[src/rtl/instr_fetch.sv]
// Instruction fetch unit: holds the PC and instruction register, computes the next PC (jump/beq/sequential).
// Optional fetch-timeout watchdog enabled by defining FETCH_TIMEOUT_EN.
module instr_fetch #(
  parameter logic [31:0] RESET_PC       = 32'h0000_0000,
  parameter int          TIMEOUT_CYCLES = 16
) (
  input  logic        clk,
  input  logic        reset,
  output logic        imem_req,
  output logic [31:0] imem_addr,
  input  logic        imem_ack,
  input  logic [31:0] imem_rdata,
  input  logic        stall,
  input  logic        jump,
  input  logic        branch,
  input  logic        zero,
  output logic [31:0] instr,
  output logic [5:0]  opcode,
  output logic [5:0]  funct,
  output logic [31:0] pc,
  output logic [31:0] pc_plus4,
  output logic        instr_valid,
  output logic        fetch_err
);

  typedef enum logic [1:0] {S_IDLE, S_REQ, S_HOLD, S_ERR} state_t;

  state_t      state, state_nxt;
  logic        take;
  logic        timeout;
  logic        jump_q, taken_q;
  logic [31:0] branch_off;
  logic [31:0] pc_next;

  // Handshake: imem_req is held high with a stable imem_addr until imem_ack;
  // a request completes in the cycle where req && ack, imem_rdata valid then.
  assign take = (state == S_REQ) && imem_ack;

`ifdef FETCH_TIMEOUT_EN
  localparam int CW = $clog2(TIMEOUT_CYCLES + 1);
  logic [CW-1:0] cnt;

  always_ff @(posedge clk) begin
    if (reset)
      cnt <= '0;
    else if ((state == S_REQ) && !imem_ack)
      cnt <= cnt + 1'b1;
    else
      cnt <= '0;
  end

  assign timeout   = (state == S_REQ) && !imem_ack && (cnt == CW'(TIMEOUT_CYCLES - 1));
  assign fetch_err = (state == S_ERR);
`else
  assign timeout   = 1'b0;
  assign fetch_err = 1'b0;
`endif

  always_ff @(posedge clk) begin
    if (reset)
      state <= S_IDLE;
    else
      state <= state_nxt;
  end

  always_comb begin
    state_nxt = state;
    case (state)
      S_IDLE: state_nxt = S_REQ;
      S_REQ: begin
        if (imem_ack)
          state_nxt = S_HOLD;
        else if (timeout)
          state_nxt = S_ERR;
      end
      S_HOLD: if (!stall) state_nxt = S_REQ;
      S_ERR:  state_nxt = S_ERR;
      default: state_nxt = S_IDLE;
    endcase
  end

  always_comb begin
    imem_req    = (state == S_REQ);
    instr_valid = (state == S_HOLD);
  end

  // Decoder controls only mean something while the held instruction is valid.
  assign jump_q     = jump && instr_valid;
  assign taken_q    = branch && zero && instr_valid;
  assign branch_off = {{14{instr[15]}}, instr[15:0], 2'b00};

  always_comb begin
    pc_next = pc_plus4;
    if (jump_q)
      pc_next = {pc_plus4[31:28], instr[25:0], 2'b00};
    else if (taken_q)
      pc_next = pc_plus4 + branch_off;
  end

  always_ff @(posedge clk) begin
    if (reset) begin
      pc    <= {RESET_PC[31:2], 2'b00};
      instr <= 32'h0000_0000;
    end else begin
      if (take)
        instr <= imem_rdata;
      if ((state == S_HOLD) && !stall)
        pc <= pc_next;
    end
  end

  assign imem_addr = pc;
  assign pc_plus4  = pc + 32'd4;
  assign opcode    = instr[31:26];
  assign funct     = instr[5:0];

endmodule

[config.mk]
export PLATFORM = sky130hd
export DESIGN_NAME = instr_fetch
export DESIGN_NICKNAME = d
export VERILOG_FILES = /design/src/rtl/instr_fetch.sv
export SDC_FILE = /design/constraint.sdc
export NUM_CORES = 1
export LEC_CHECK = 0
export CAP_MARGIN = 20
export CORE_UTILIZATION = 47
export DETAILED_ROUTE_END_ITERATION = 8
export HOLD_SLACK_MARGIN = 0.06
export PLACE_DENSITY = 0.82
export RECOVER_POWER = 100
export SLEW_MARGIN = 20
export SYNTH_ARGS = -nofsm -noshare
export SYNTH_HDL_FRONTEND = slang
export SYNTH_SLANG_ARGS = --single-unit
[constraint.sdc]
create_clock -name clk -period 12.25 [get_ports clk]
set_input_delay 1.225 -clock clk [delete_from_list [all_inputs] [get_ports clk]]
set_output_delay 1.225 -clock clk [all_outputs]
set_load 0.03 [all_outputs]
# [Word-level counts from Yosys, hierarchy flattened]
# Index checks and enable logic that the tools add are counted.
[word_totals] out_inout_bits=143 elab_cells=23 ff_bits=66 input_bits=39
[op_classes] reduce_logical=8 eq_ne=5 add_sub_neg=2 mux=5
[op_table] op="$mux W32" n=2
[op_table] op="$add A32 B3 Y32 const B" n=1
[op_table] op="$add A32 B32 Y32" n=1
[op_table] op="$pmux W2 S4" n=1
[op_table] op="$logic_and A1 B1 Y1" n=5
[op_table] op="$eq A2 B2 Y1 const B" n=2
[op_table] op="$mux W2" n=2
[op_table] op="$eq A2 B1 Y1 const B" n=1
[op_table] op="$logic_not A2 Y1" n=1
[op_table] op="$ne A2 B1 Y1 const B" n=1
[op_table] op="$ne A2 B2 Y1 const B" n=1
[op_table] op="$reduce_and A2 Y1" n=1
[op_table] op="$logic_not A1 Y1" n=1

# [Longest topological paths before layout]
[depth] word_depth=4 mapped_depth=16 mapped_depth_nobuf=15

# [Least setup slack after synthesis]
# Ideal clock, no wire load.
[synth_timing] path_type="flip-flop to flip-flop" start="reg pc[2] (netlist: imem_addr[2])" end="reg pc[31] (netlist: imem_addr[31])" path_stages_with_launch=17 required_time_ns=12.127 slack_ns=7.552 arrival_ns=4.574 path_buffers=1 setup_time_ns=0.123 synth_period_minus_slack_ns=4.698 cell_sequence="dfxtp_1 ha_1 nand4_1 or4_1 nor2_1 xor2_1 ha_1 clkbuf_1 a21oi_1 o21ai_0 a311o_1 o21ai_0 a21oi_4 mux2i_1 a311oi_2 mux2i_1 mux2_1"
[synth_between] elab_chain_cells=4
[synth_rtl] item="start, declared" line_no="20" rtl="output logic [31:0] pc,"
[synth_rtl] item="start signal, assigned" line_no="102" rtl="pc <= {RESET_PC[31:2], 2'b00};"
[synth_rtl] item="start signal, assigned" line_no="108" rtl="pc <= pc_next;"
[synth_rtl] item="$add A32 B3 Y32" line_no="113" rtl="assign pc_plus4 = pc + 32'd4;"
[synth_rtl] item="via pc_plus4[26]" line_no="21" rtl="output logic [31:0] pc_plus4,"
[synth_rtl] item="$add A32 B32 Y32" line_no="97" rtl="pc_next = pc_plus4 + branch_off;"
[synth_rtl] item="$mux W32" line_no="96" rtl="else if (taken_q)"
[synth_rtl] item="$mux W32" line_no="94" rtl="if (jump_q)"
# The timed path passes the listed nets, and every way through them passes these cells.
# A chain may end at the register's enable or synchronous reset.

# [Worst setup path after layout]
[layout_timing] start="reg pc[2] (netlist: imem_addr[2])" end="out pc_plus4[28]"
[layout_between] elab_chain_cells=1
[layout_rtl] item="$add A32 B3 Y32" line_no="113"
[layout_rtl] item="end, declared" line_no="21"
# Every way passes these cells.

==> results.json <==
{
  "status": "complete, but fails checks",
  "violations": "max-capacitance violations, max-slew violations",
  "final_util": 0.640,
  "ys.warnings.count": 0,
  "ys_ff_latch": 64,
  "drt_wl_total_microns": 17600,
  "finalCritPeriodShare": 0.376,
  "area_delta_synth_final_pct": 30.8,
  "root_buffer": "clkbuf_16",
  "diodes": 0,
  "synth-compound-area-share": 0.250,
  "nets": 918,
  "crit_start": "imem_addr[2]",
  "p_int_mw": 0.387,
  "worstRegToRegCells": 15,
  "start_util": 0.489,
  "vias": 5836,
  "power_per_cell_area_nw_per_um2": 77.5,
  "tightest_slew_ps": 1920,
  "core_area_sq_um": 11000,
  "timing.reg2reg.setup_slack_ps": 7770,
  "io_buffers": 174,
  "drt_iter0_drc": 389,
  "ant_nets": 0,
  "drc": 0,
  "fin_crit_ps": 4610,
  "synthCells": 731,
  "p_leak_nw": 3.21,
  "synth_top_family_by_area": "compound AO/OA/AOI/OAI gates",
  "pin_count": 182,
  "cp-end-kind": "primary output",
  "max_slew_margin": -0.282,
  "die_y_microns": 109,
  "syn_area_sq_um": 5400,
  "dp_worst_setup_slack_ps": 7800,
  "cts_max_level": 3,
  "cts_tree": "done",
  "fillers": 977,
  "critPathRequiredTime_ps": 11020,
  "grt-ovfl-total": 0,
  "wl_per_cell_microns": 17.9,
  "setup.worst_path.start_class": "register",
  "hold_start": "instr[15]",
  "drv_slew": 33,
  "dieWidth_microns": 109,
  "synth.top_cells.by_count": "nand2_1, a21oi_1, dfxtp_1",
  "fin_ws_ps": 7640,
  "whs_path_depth": 2,
  "synth-simple-area-share": 0.224,
  "yosysTopAreaCell": "dfxtp_1",
  "clk_pin_slew_ps": 50,
  "comb_power_share": 0.193,
  "grt_usage": 0.302,
  "cp.buffers_inverters": 1,
  "regToRegEndpoint": "imem_addr[31]",
  "fin_skew_ps": 7.71,
  "antenna_found_initial": 0,
  "cts_resized": 0,
  "num_rows": 38,
  "synth.area.mux_share": 0.0135,
  "path_delay_family": "simple AND/OR/NAND/NOR gates",
  "yosysMostFrequentCell": "nand2_1",
  "seq_area_frac_synth": 0.237,
  "dieArea_sq_um": 11900,
  "clk_latency_ps": 340,
  "pwr-share-clk": 0.398,
  "synthAdderAreaFrac": 0.0872,
  "grt_pass1_wl_microns": 28000,
  "max_cap_viol_count": 1,
  "arrival_ps": 3390,
  "reg2reg_from": "imem_addr[2]",
  "cts.sinks": 64,
  "cpMaxStageDelayCell": "dlygate4sd3_1",
  "gp_congestion": 0.950,
  "synth_edf_count": 0,
  "max_freq_mhz": 217,
  "grt_max_degree": 66,
  "synth.distinct_cells": 71,
  "setup_violations": 0,
  "sw_frac_of_total": 0.292,
  "cts_made_buffers": 9,
  "cp_slowest_stage_delay_ps": 800,
  "hold_viol": 0,
  "peakVddDrop_mv": 0.0730,
  "power.switching_mw": 0.160,
  "viasPerCell": 5.93,
  "critPathMaxFanout": 8,
  "report.power.total_mw": 0.547,
  "post_cts_hold_buffer_count": 0,
  "post_cts_buffers": 0,
  "syn_area_per_cell_sq_um": 7.38,
  "min_to": "instr[15]",
  "crit_type": "register to primary output",
  "finalSetupTns_ps": 0,
  "layout-drive-gt1-share": 0.0379,
  "seqPwrFrac": 0.409,
  "dpl.hpwl_microns": 13100,
  "synth_flop_cell": "dfxtp_1",
  "worstHoldPathType": "register to register",
  "dr.pass1.iters": 5,
  "cts_max_path_buffers": 2,
  "synth_xor_area_frac": 0.0747,
  "grt_pass1_vias": 5657,
  "synth_top_area_share": 0.237,
  "synthArstFlopShare": 0,
  "rsz0062_at_grt": "no",
  "synth_area_leaders": "dfxtp_1, nand2_1, ha_1, a21oi_1, buf_4",
  "cp_cell_sequence": "ha_1 > nand4_1 > or4_1 > nor3_1 > xor2_1 > dlygate4sd3_1"
}
==> cell type report <==
| cell class | instances | area [sq um] | share of cell area |
|---|---|---|---|
| clock inverters | 2 | 10.0 | 0.00142 |
| inverters | 17 | 63.8 | 0.00904 |
| well taps | 140 | 175 | 0.0248 |
| flip-flops and latches | 64 | 1280 | 0.181 |
| multi-input cells | 569 | 3510 | 0.497 |
| repair buffers | 181 | 1790 | 0.253 |
| clock buffers | 11 | 233 | 0.0330 |
==> worst max path at each step <==
stage                               end  slack (ps)  cells past startpoint
final                      pc_plus4[28]        7640                      6
after global routing      imem_addr[30]        7430                     15
after CTS                  pc_plus4[28]        7710                      6
after detailed placement  imem_addr[31]        7800                     15
after global placement    imem_addr[31]        7940                     15
after floorplan           imem_addr[31]        7550                     16
==> kinds of logic (layout without fill, tap and decap cells) <==
logic type	Yosys count	in the layout
compound gates	209	209
other cells	1	7
flops	64	64
xor+xnor	46	46
mux	7	7
simple gates	263	263
fa+ha+maj	37	37
buf+inv	104	211
==> power groups by stage <==
stage	Sequential [mW]	Combinational, mW	Clock [mW]
2_1_floorplan	0.238	0.0576	0
3_3_place_gp	0.228	0.107	0
3_5_place_dp	0.228	0.109	0
4_1_cts	0.224	0.109	0.219
5_1_grt	0.224	0.113	0.230
6_report	0.224	0.106	0.218
==> state kept, by name (all words and copies together) (netlist names) <==
signal     cells
instr         32
imem_addr     30
state          2
==> layer usage <==
metal | share of wire | vias to the layer above | global-route usage
met1 | 0.41 | 2740 | 0.371
met2 | 0.48 | 287 | 0.502
met5 | 0 | - | 0
met3 | 0.093 | 40 | 0.0765
met4 | 0.024 | 0 | 0.118
li1 | - | 2769 | -
==> worst reg2reg max path, cell delays in order, from the launching register on <==
cell and delay [ps]:
dfxtp_1 450, ha_1 250, nand4_1 300, or4_1 700, nor2_1 150, xor2_1 260, ha_1 390, a21oi_1 160
o21ai_0 160, a311o_1 360, o21ai_0 140, a21oi_4 80, mux2i_1 140, a311oi_2 280, mux2i_1 230, mux2_1 330
==> placed cells by master (no fill, tap or decap), drive strengths merged, types with 11 or more instances in the layout <==
cell	count
nand2	123
o21ai	32
dfxtp	64
nor2	51
nand4	11
clkdlybuf4s50	34
ha	36
a21o	14
inv	17
nor3	13
nand3	20
xnor2	26
a21oi	89
dlygate4sd3	139
clkbuf	12
xor2	20
==> per-stage QoR <==
stage          hold slack, ps  std cells  cell area [sq um]
2_1_floorplan             484        737               5420
3_3_place_gp              445        971               6840
3_5_place_dp              467        971               6840
4_1_cts                   473        984               7080
5_1_grt                   483        984               7060
6_report                  468        984               7060
No activity file was read; power rests on OpenSTA's default activity.
